**config.mk**
```make
export PLATFORM = sky130hd
export DESIGN_NAME = vx_amo_rmw_engine
export DESIGN_NICKNAME = d
export VERILOG_FILES = /design/src/rtl/vx_amo_pkg.sv /design/src/rtl/vx_amo_op_alu.sv /design/src/rtl/vx_amo_rmw_engine.sv
export SDC_FILE = /design/constraint.sdc
export NUM_CORES = 1
export LEC_CHECK = 0
export CAP_MARGIN = 20
export CORE_MARGIN = 3
export CORE_UTILIZATION = 54
export DETAILED_ROUTE_END_ITERATION = 16
export HOLD_SLACK_MARGIN = 0.03
export PLACE_DENSITY_LB_ADDON = 0.2
export SYNTH_ARGS = -nofsm -noshare
export SYNTH_HDL_FRONTEND = slang
export SYNTH_HIERARCHICAL = 1
export SYNTH_SLANG_ARGS = --single-unit
```
**constraint.sdc**
```tcl
create_clock -name clk -period 4 [get_ports clk]
set_input_delay 0.8 -clock clk [delete_from_list [all_inputs] [get_ports clk]]
set_output_delay 0.8 -clock clk [all_outputs]
set_load 0.01 [all_outputs]
```
**src/rtl/vx_amo_pkg.sv**
```systemverilog
// Shared types for the AMO read-modify-write engine: op encoding, FSM states, op classification.
package vx_amo_pkg;

    typedef enum logic [3:0] {
        AMO_ADD  = 4'd0,
        AMO_SWAP = 4'd1,
        AMO_XOR  = 4'd2,
        AMO_OR   = 4'd3,
        AMO_AND  = 4'd4,
        AMO_MIN  = 4'd5,
        AMO_MAX  = 4'd6,
        AMO_MINU = 4'd7,
        AMO_MAXU = 4'd8,
        AMO_LR   = 4'd9,
        AMO_SC   = 4'd10
    } amo_op_t;

    typedef enum logic [2:0] {
        ST_IDLE,
        ST_RD,
        ST_WAIT,
        ST_WR,
        ST_RSP
    } amo_state_t;

    localparam int AMO_OP_W = 4;

    // Ops ADD..MAXU write a combined value back; everything above them never does after a read.
    function automatic logic amo_is_rmw(input logic [AMO_OP_W-1:0] op);
        return op <= AMO_MAXU;
    endfunction

endpackage

```
**src/rtl/vx_amo_op_alu.sv**
```systemverilog
// Combinational AMO combine: new = f(op, old, operand). Ties in min/max keep the old value.
module vx_amo_op_alu
    import vx_amo_pkg::*;
(
    input  logic [AMO_OP_W-1:0] op_i,
    input  logic [31:0]         old_i,
    input  logic [31:0]         operand_i,
    output logic [31:0]         new_o
);

    always_comb begin
        new_o = old_i;
        case (op_i)
            AMO_ADD:  new_o = old_i + operand_i;
            AMO_SWAP: new_o = operand_i;
            AMO_XOR:  new_o = old_i ^ operand_i;
            AMO_OR:   new_o = old_i | operand_i;
            AMO_AND:  new_o = old_i & operand_i;
            AMO_MIN:  if ($signed(operand_i) < $signed(old_i)) new_o = operand_i;
            AMO_MAX:  if ($signed(operand_i) > $signed(old_i)) new_o = operand_i;
            AMO_MINU: if (operand_i < old_i) new_o = operand_i;
            AMO_MAXU: if (operand_i > old_i) new_o = operand_i;
            default:  new_o = old_i;
        endcase
    end

endmodule

```
**src/rtl/vx_amo_rmw_engine.sv**
```systemverilog
// AMO responder: one atomic read-modify-write at a time against a single-word memory port.
// Define AMO_LRSC_EN for the one-entry LR/SC reservation; without it LR and SC act as illegal ops.
module vx_amo_rmw_engine
    import vx_amo_pkg::*;
#(
    parameter int CORE_ID   = 0,
    parameter int TAG_WIDTH = 8
) (
    input  logic                 clk,
    input  logic                 reset,
    input  logic                 req_valid,
    output logic                 req_ready,
    input  logic [3:0]           req_op,
    input  logic [31:0]          req_addr,
    input  logic [31:0]          req_data,
    input  logic [TAG_WIDTH-1:0] req_tag,
    output logic                 rsp_valid,
    input  logic                 rsp_ready,
    output logic [31:0]          rsp_data,
    output logic [TAG_WIDTH-1:0] rsp_tag,
    output logic                 mem_req_valid,
    input  logic                 mem_req_ready,
    output logic                 mem_req_rw,
    output logic [29:0]          mem_req_addr,
    output logic [31:0]          mem_req_data,
    input  logic                 mem_rsp_valid,
    output logic                 mem_rsp_ready,
    input  logic [31:0]          mem_rsp_data
);

    amo_state_t           state_q;
    logic [3:0]           op_q;
    logic [29:0]          addr_q;
    logic [31:0]          operand_q;
    logic [31:0]          old_q;
    logic [TAG_WIDTH-1:0] tag_q;
    logic [31:0]          alu_new_d;
`ifdef AMO_LRSC_EN
    logic                 resv_valid_q;
    logic [29:0]          resv_addr_q;
`endif

    // Byte offset is meaningless for word AMOs; CORE_ID only tags trace output elsewhere.
    logic unused_ok;
    assign unused_ok = ^{req_addr[1:0], 32'(CORE_ID)};

    vx_amo_op_alu u_alu (
        .op_i      (op_q),
        .old_i     (mem_rsp_data),
        .operand_i (operand_q),
        .new_o     (alu_new_d)
    );

    always_ff @(posedge clk or negedge reset) begin
        if (!reset) begin
            state_q       <= ST_IDLE;
            op_q          <= '0;
            addr_q        <= '0;
            operand_q     <= '0;
            old_q         <= '0;
            tag_q         <= '0;
            req_ready     <= 1'b1;
            rsp_valid     <= 1'b0;
            rsp_data      <= '0;
            rsp_tag       <= '0;
            mem_req_valid <= 1'b0;
            mem_req_rw    <= 1'b0;
            mem_req_addr  <= '0;
            mem_req_data  <= '0;
            mem_rsp_ready <= 1'b0;
`ifdef AMO_LRSC_EN
            resv_valid_q  <= 1'b0;
            resv_addr_q   <= '0;
`endif
        end else begin
            case (state_q)
                ST_IDLE: begin
                    if (req_valid && req_ready) begin
                        req_ready    <= 1'b0;
                        op_q         <= req_op;
                        addr_q       <= req_addr[31:2];
                        operand_q    <= req_data;
                        tag_q        <= req_tag;
                        old_q        <= '0;
                        mem_req_addr <= req_addr[31:2];
`ifdef AMO_LRSC_EN
                        // SC never reads: it either writes straight away or answers "fail" at once.
                        if (req_op == AMO_SC) begin
                            resv_valid_q <= 1'b0;
                            if (resv_valid_q && (resv_addr_q == req_addr[31:2])) begin
                                mem_req_valid <= 1'b1;
                                mem_req_rw    <= 1'b1;
                                mem_req_data  <= req_data;
                                state_q       <= ST_WR;
                            end else begin
                                rsp_valid <= 1'b1;
                                rsp_data  <= 32'd1;
                                rsp_tag   <= req_tag;
                                state_q   <= ST_RSP;
                            end
                        end else
`endif
                        begin
                            mem_req_valid <= 1'b1;
                            mem_req_rw    <= 1'b0;
                            mem_req_data  <= '0;
                            state_q       <= ST_RD;
                        end
                    end
                end
                ST_RD: begin
                    if (mem_req_ready) begin
                        mem_req_valid <= 1'b0;
                        mem_rsp_ready <= 1'b1;
                        state_q       <= ST_WAIT;
                    end
                end
                ST_WAIT: begin
                    if (mem_rsp_valid && mem_rsp_ready) begin
                        mem_rsp_ready <= 1'b0;
                        old_q         <= mem_rsp_data;
                        if (amo_is_rmw(op_q)) begin
                            mem_req_valid <= 1'b1;
                            mem_req_rw    <= 1'b1;
                            mem_req_data  <= alu_new_d;
                            state_q       <= ST_WR;
`ifdef AMO_LRSC_EN
                            if (resv_valid_q && (resv_addr_q == addr_q)) resv_valid_q <= 1'b0;
`endif
                        end else begin
`ifdef AMO_LRSC_EN
                            if (op_q == AMO_LR) begin
                                resv_valid_q <= 1'b1;
                                resv_addr_q  <= addr_q;
                            end
`endif
                            rsp_valid <= 1'b1;
                            rsp_data  <= mem_rsp_data;
                            rsp_tag   <= tag_q;
                            state_q   <= ST_RSP;
                        end
                    end
                end
                ST_WR: begin
                    if (mem_req_ready) begin
                        mem_req_valid <= 1'b0;
                        mem_req_rw    <= 1'b0;
                        rsp_valid     <= 1'b1;
                        rsp_data      <= old_q;
                        rsp_tag       <= tag_q;
                        state_q       <= ST_RSP;
                    end
                end
                ST_RSP: begin
                    if (rsp_ready) begin
                        rsp_valid <= 1'b0;
                        req_ready <= 1'b1;
                        state_q   <= ST_IDLE;
                    end
                end
                default: begin
                    state_q   <= ST_IDLE;
                    req_ready <= 1'b1;
                end
            endcase
        end
    end

endmodule

```
==> impl_metrics.json <==
{
  "htreeDepth": 4,
  "fmax_mhz": 254,
  "synth.net_count": 1447,
  "regToRegStartpoint": "operand_q[28]",
  "arrival_ns": 4.27,
  "drv_slew": 0,
  "ys_top_cells_by_area": "dfrtp_1 38%, ha_1 9.8%, mux2_1 6.6%",
  "post-place-ws_ns": -0.694,
  "worstMarginPinSlew_ns": 1.06,
  "die_h_um": 157,
  "clk_path_buf_depth": 2,
  "cp_num_buf_inv": 4,
  "wl_per_cell_um": 21.7,
  "synth_compound_area_frac": 0.228,
  "fin_skew_ns": 0.0163,
  "async_flop_share": 1.00,
  "die_area_sq_um": 24600,
  "dp.cells": 1853,
  "cts-root-buf": "clkbuf_16",
  "power_mw": 12.4,
  "maxCapViolCount": 0,
  "crit_path_end_kind": "flip-flop",
  "synth.distinct_cells": 88,
  "drt-initial-drc-count": 920,
  "cp-start-kind": "primary input",
  "synth.area.mux_share": 0.104,
  "timing.final.crit_share": 0.986,
  "fillers": 1479,
  "critical_path_class": "primary input to flip-flop",
  "ys_ff_latch": 186,
  "antenna_found_initial": 3,
  "vias": 11400,
  "routed_wl_um": 41200,
  "drive_gt1_frac": 0.222,
  "hold_class": "primary input to async pin",
  "firstDrtPassIters": 6,
  "grt_pass1_vias": 11600,
  "setup_viol": 0,
  "initial_core_util": 0.556,
  "avgSynthCellArea_sq_um": 9.94,
  "ios": 221,
  "grt_max_degree": 96,
  "netlist_area_sq_um": 12300,
  "powerDensity_nw_per_um2": 722,
  "grt-ovfl-total": 0,
  "syn2layout_area_growth_pct": 39.5,
  "post-synth-top-area-cell": "dfrtp_1",
  "cts.clk_slew.worst_paths_ns": 0.08,
  "synth-simple-area-share": 0.109,
  "clock_latency_ns": 0.44,
  "ys.flop_type": "dfrtp_1",
  "grt_pass1_wl_um": 63300,
  "final_nets": 1815,
  "status": "completed",
  "crit_family": "compound AO/OA/AOI/OAI gates",
  "maxSlewHeadroom": 0.295,
  "drc": 0,
  "ir_worst_vdd_v": 0.000405,
  "cts_tree": "built",
  "cp_cell_sequence": "clkdlybuf4s50_1, inv_1, ha_4, nor2_1, a221oi_2, o21bai_2, or4_4, or3_4, a21oi_4, o2bb2ai_4, buf_6, buf_12, a221oi_4, a21oi_2, a22o_1",
  "setup_ws_ns": 0.0574,
  "startpoint": "mem_rsp_data[29]",
  "critical_path_required_ns": 4.33,
  "ant_nets": 0,
  "crit_cells": 15,
  "placement.io_buffers": 218,
  "vias_per_cell": 6.02,
  "ys_seq_area_frac": 0.379,
  "die_x_um": 157,
  "cts.sinks": 186,
  "synth_edf_count": 0,
  "ctsHoldBuffers": 0,
  "postPlaceCellArea_sq_um": 15900,
  "numCtsBuffers": 17,
  "hpwl_um": 29400,
  "final_cell_mix": "205 x clkdlybuf4s50_1, 205 x buf_4, 185 x dfrtp_1",
  "synth_fa_ha_area_frac": 0.0994,
  "fin_area_sq_um": 17100,
  "critical-path-max-stage-delay_ns": 0.54,
  "place_congestion": 0.954,
  "p_leak_nw": 8.27,
  "synth_xor_area_frac": 0.0171,
  "ff2ff_path_depth": 18,
  "holdWs_ns": 0.432,
  "hold_viol": 0,
  "track_usage": 0.331,
  "period_minus_slack_ns": 3.94,
  "syn-instance-count": 1236,
  "rows": 54,
  "cp_slowest_cell": "or4_4",
  "ys_warn_count": 6,
  "finalNonFillerCells": 1899,
  "cp_max_fo": 7,
  "coreArea_sq_um": 22100,
  "synth_top_area_frac": 0.377,
  "synth_top_family_by_area": "compound AO/OA/AOI/OAI gates"
}
==> layout make-up <==
class	count	area, sq um	area share
inverter	80	300	0.0175
clock buffer	17	425	0.0248
sequential	186	4660	0.272
antenna	2	5.00	0.000292
clock inverter	15	188	0.0110
multi-input combinational	886	7310	0.427
tap	280	350	0.0205
timing repair buffer	433	3900	0.227
==> logic make-up after synthesis <==
family / count (synthesis)
AND/OR/NAND/NOR: 264
XOR/XNOR: 24
multiplexers: 117
AO/OA/AOI/OAI: 384
buffers and inverters: 164
flip-flops: 186
adder cells (fa/ha/maj): 97
==> synthesized netlist by cell type (4+ instances only) <==
cell,instances
a21oi_1,78
mux2i_1,34
nor4_1,4
xnor2_1,18
dfrtp_1,185
nand2b_1,7
xor2_1,6
buf_4,5
and3_1,7
o221ai_1,7
buf_2,26
a221o_1,12
nor2_1,64
a211o_1,4
nor2b_1,9
buf_6,15
a221oi_1,12
nand3b_1,7
a22o_1,64
o21bai_1,8
clkbuf_1,36
nor3_1,13
mux2_2,11
nand4_1,5
and2_1,10
mux2_1,72
or3_1,4
o21ai_1,33
a221oi_2,11
o21ai_0,54
nand3_1,17
ha_1,96
nand2_1,93
o22ai_1,8
o211ai_1,4
a211oi_1,13
inv_1,80
o2111ai_1,4
a32oi_1,6
o21a_1,7
a21o_1,16
or2_2,4
==> timing repair <==
action / in CTS / in global routing
pin swaps: 16 / 25
endpoints found under the setup margin: 31 / 32
gates resized for setup: 38 / 58
buffers inserted: 5 / 7
==> power breakdown <==
group          switching, mW  internal (mW)
logic                   3.72           3.66
registers              0.570           2.62
clock network          0.931          0.857
total                   5.22           7.14
==> state kept, by name, indices dropped and copies added (netlist names), 3 cells and up <==
| register | count |
|---|---|
| op_q | 4 |
| old_q | 32 |
| mem_req_addr | 30 |
| operand_q | 32 |
| state_q | 3 |
| rsp_data | 32 |
| tag_q | 8 |
| mem_req_data | 32 |
| rsp_tag | 8 |
==> per-layer routing <==
layer	share of wire	up-vias	global-route usage	wire, um
li1	-	5223	-	-
met1	0.40	5565	0.404	16400
met2	0.49	542	0.570	20200
met3	0.070	100	0.0539	2870
met4	0.040	2	0.158	1630
met5	0.00032	-	0	13
==> path summary, 6_finish.rpt <==
check                                         to  slack (ns)
worst max-delay path             mem_req_data[3]        0.06
worst min-delay path                  rsp_tag[1]        0.43
worst max register to register   mem_req_data[3]        0.40
worst min register to register        rsp_tag[4]        0.49
max in group asynchronous       mem_req_data[22]        2.69
min in group clk                      rsp_tag[4]        0.49
==> stage by stage <==
step,setup TNS [ns],utilization
6_report,0,0.775
5_1_grt,-0.130,0.775
4_1_cts,0,0.760
3_5_place_dp,-19.24,0.722
3_3_place_gp,-17.60,0.722
2_1_floorplan,0,-
Note: power is estimated with default switching activity, not from simulation.
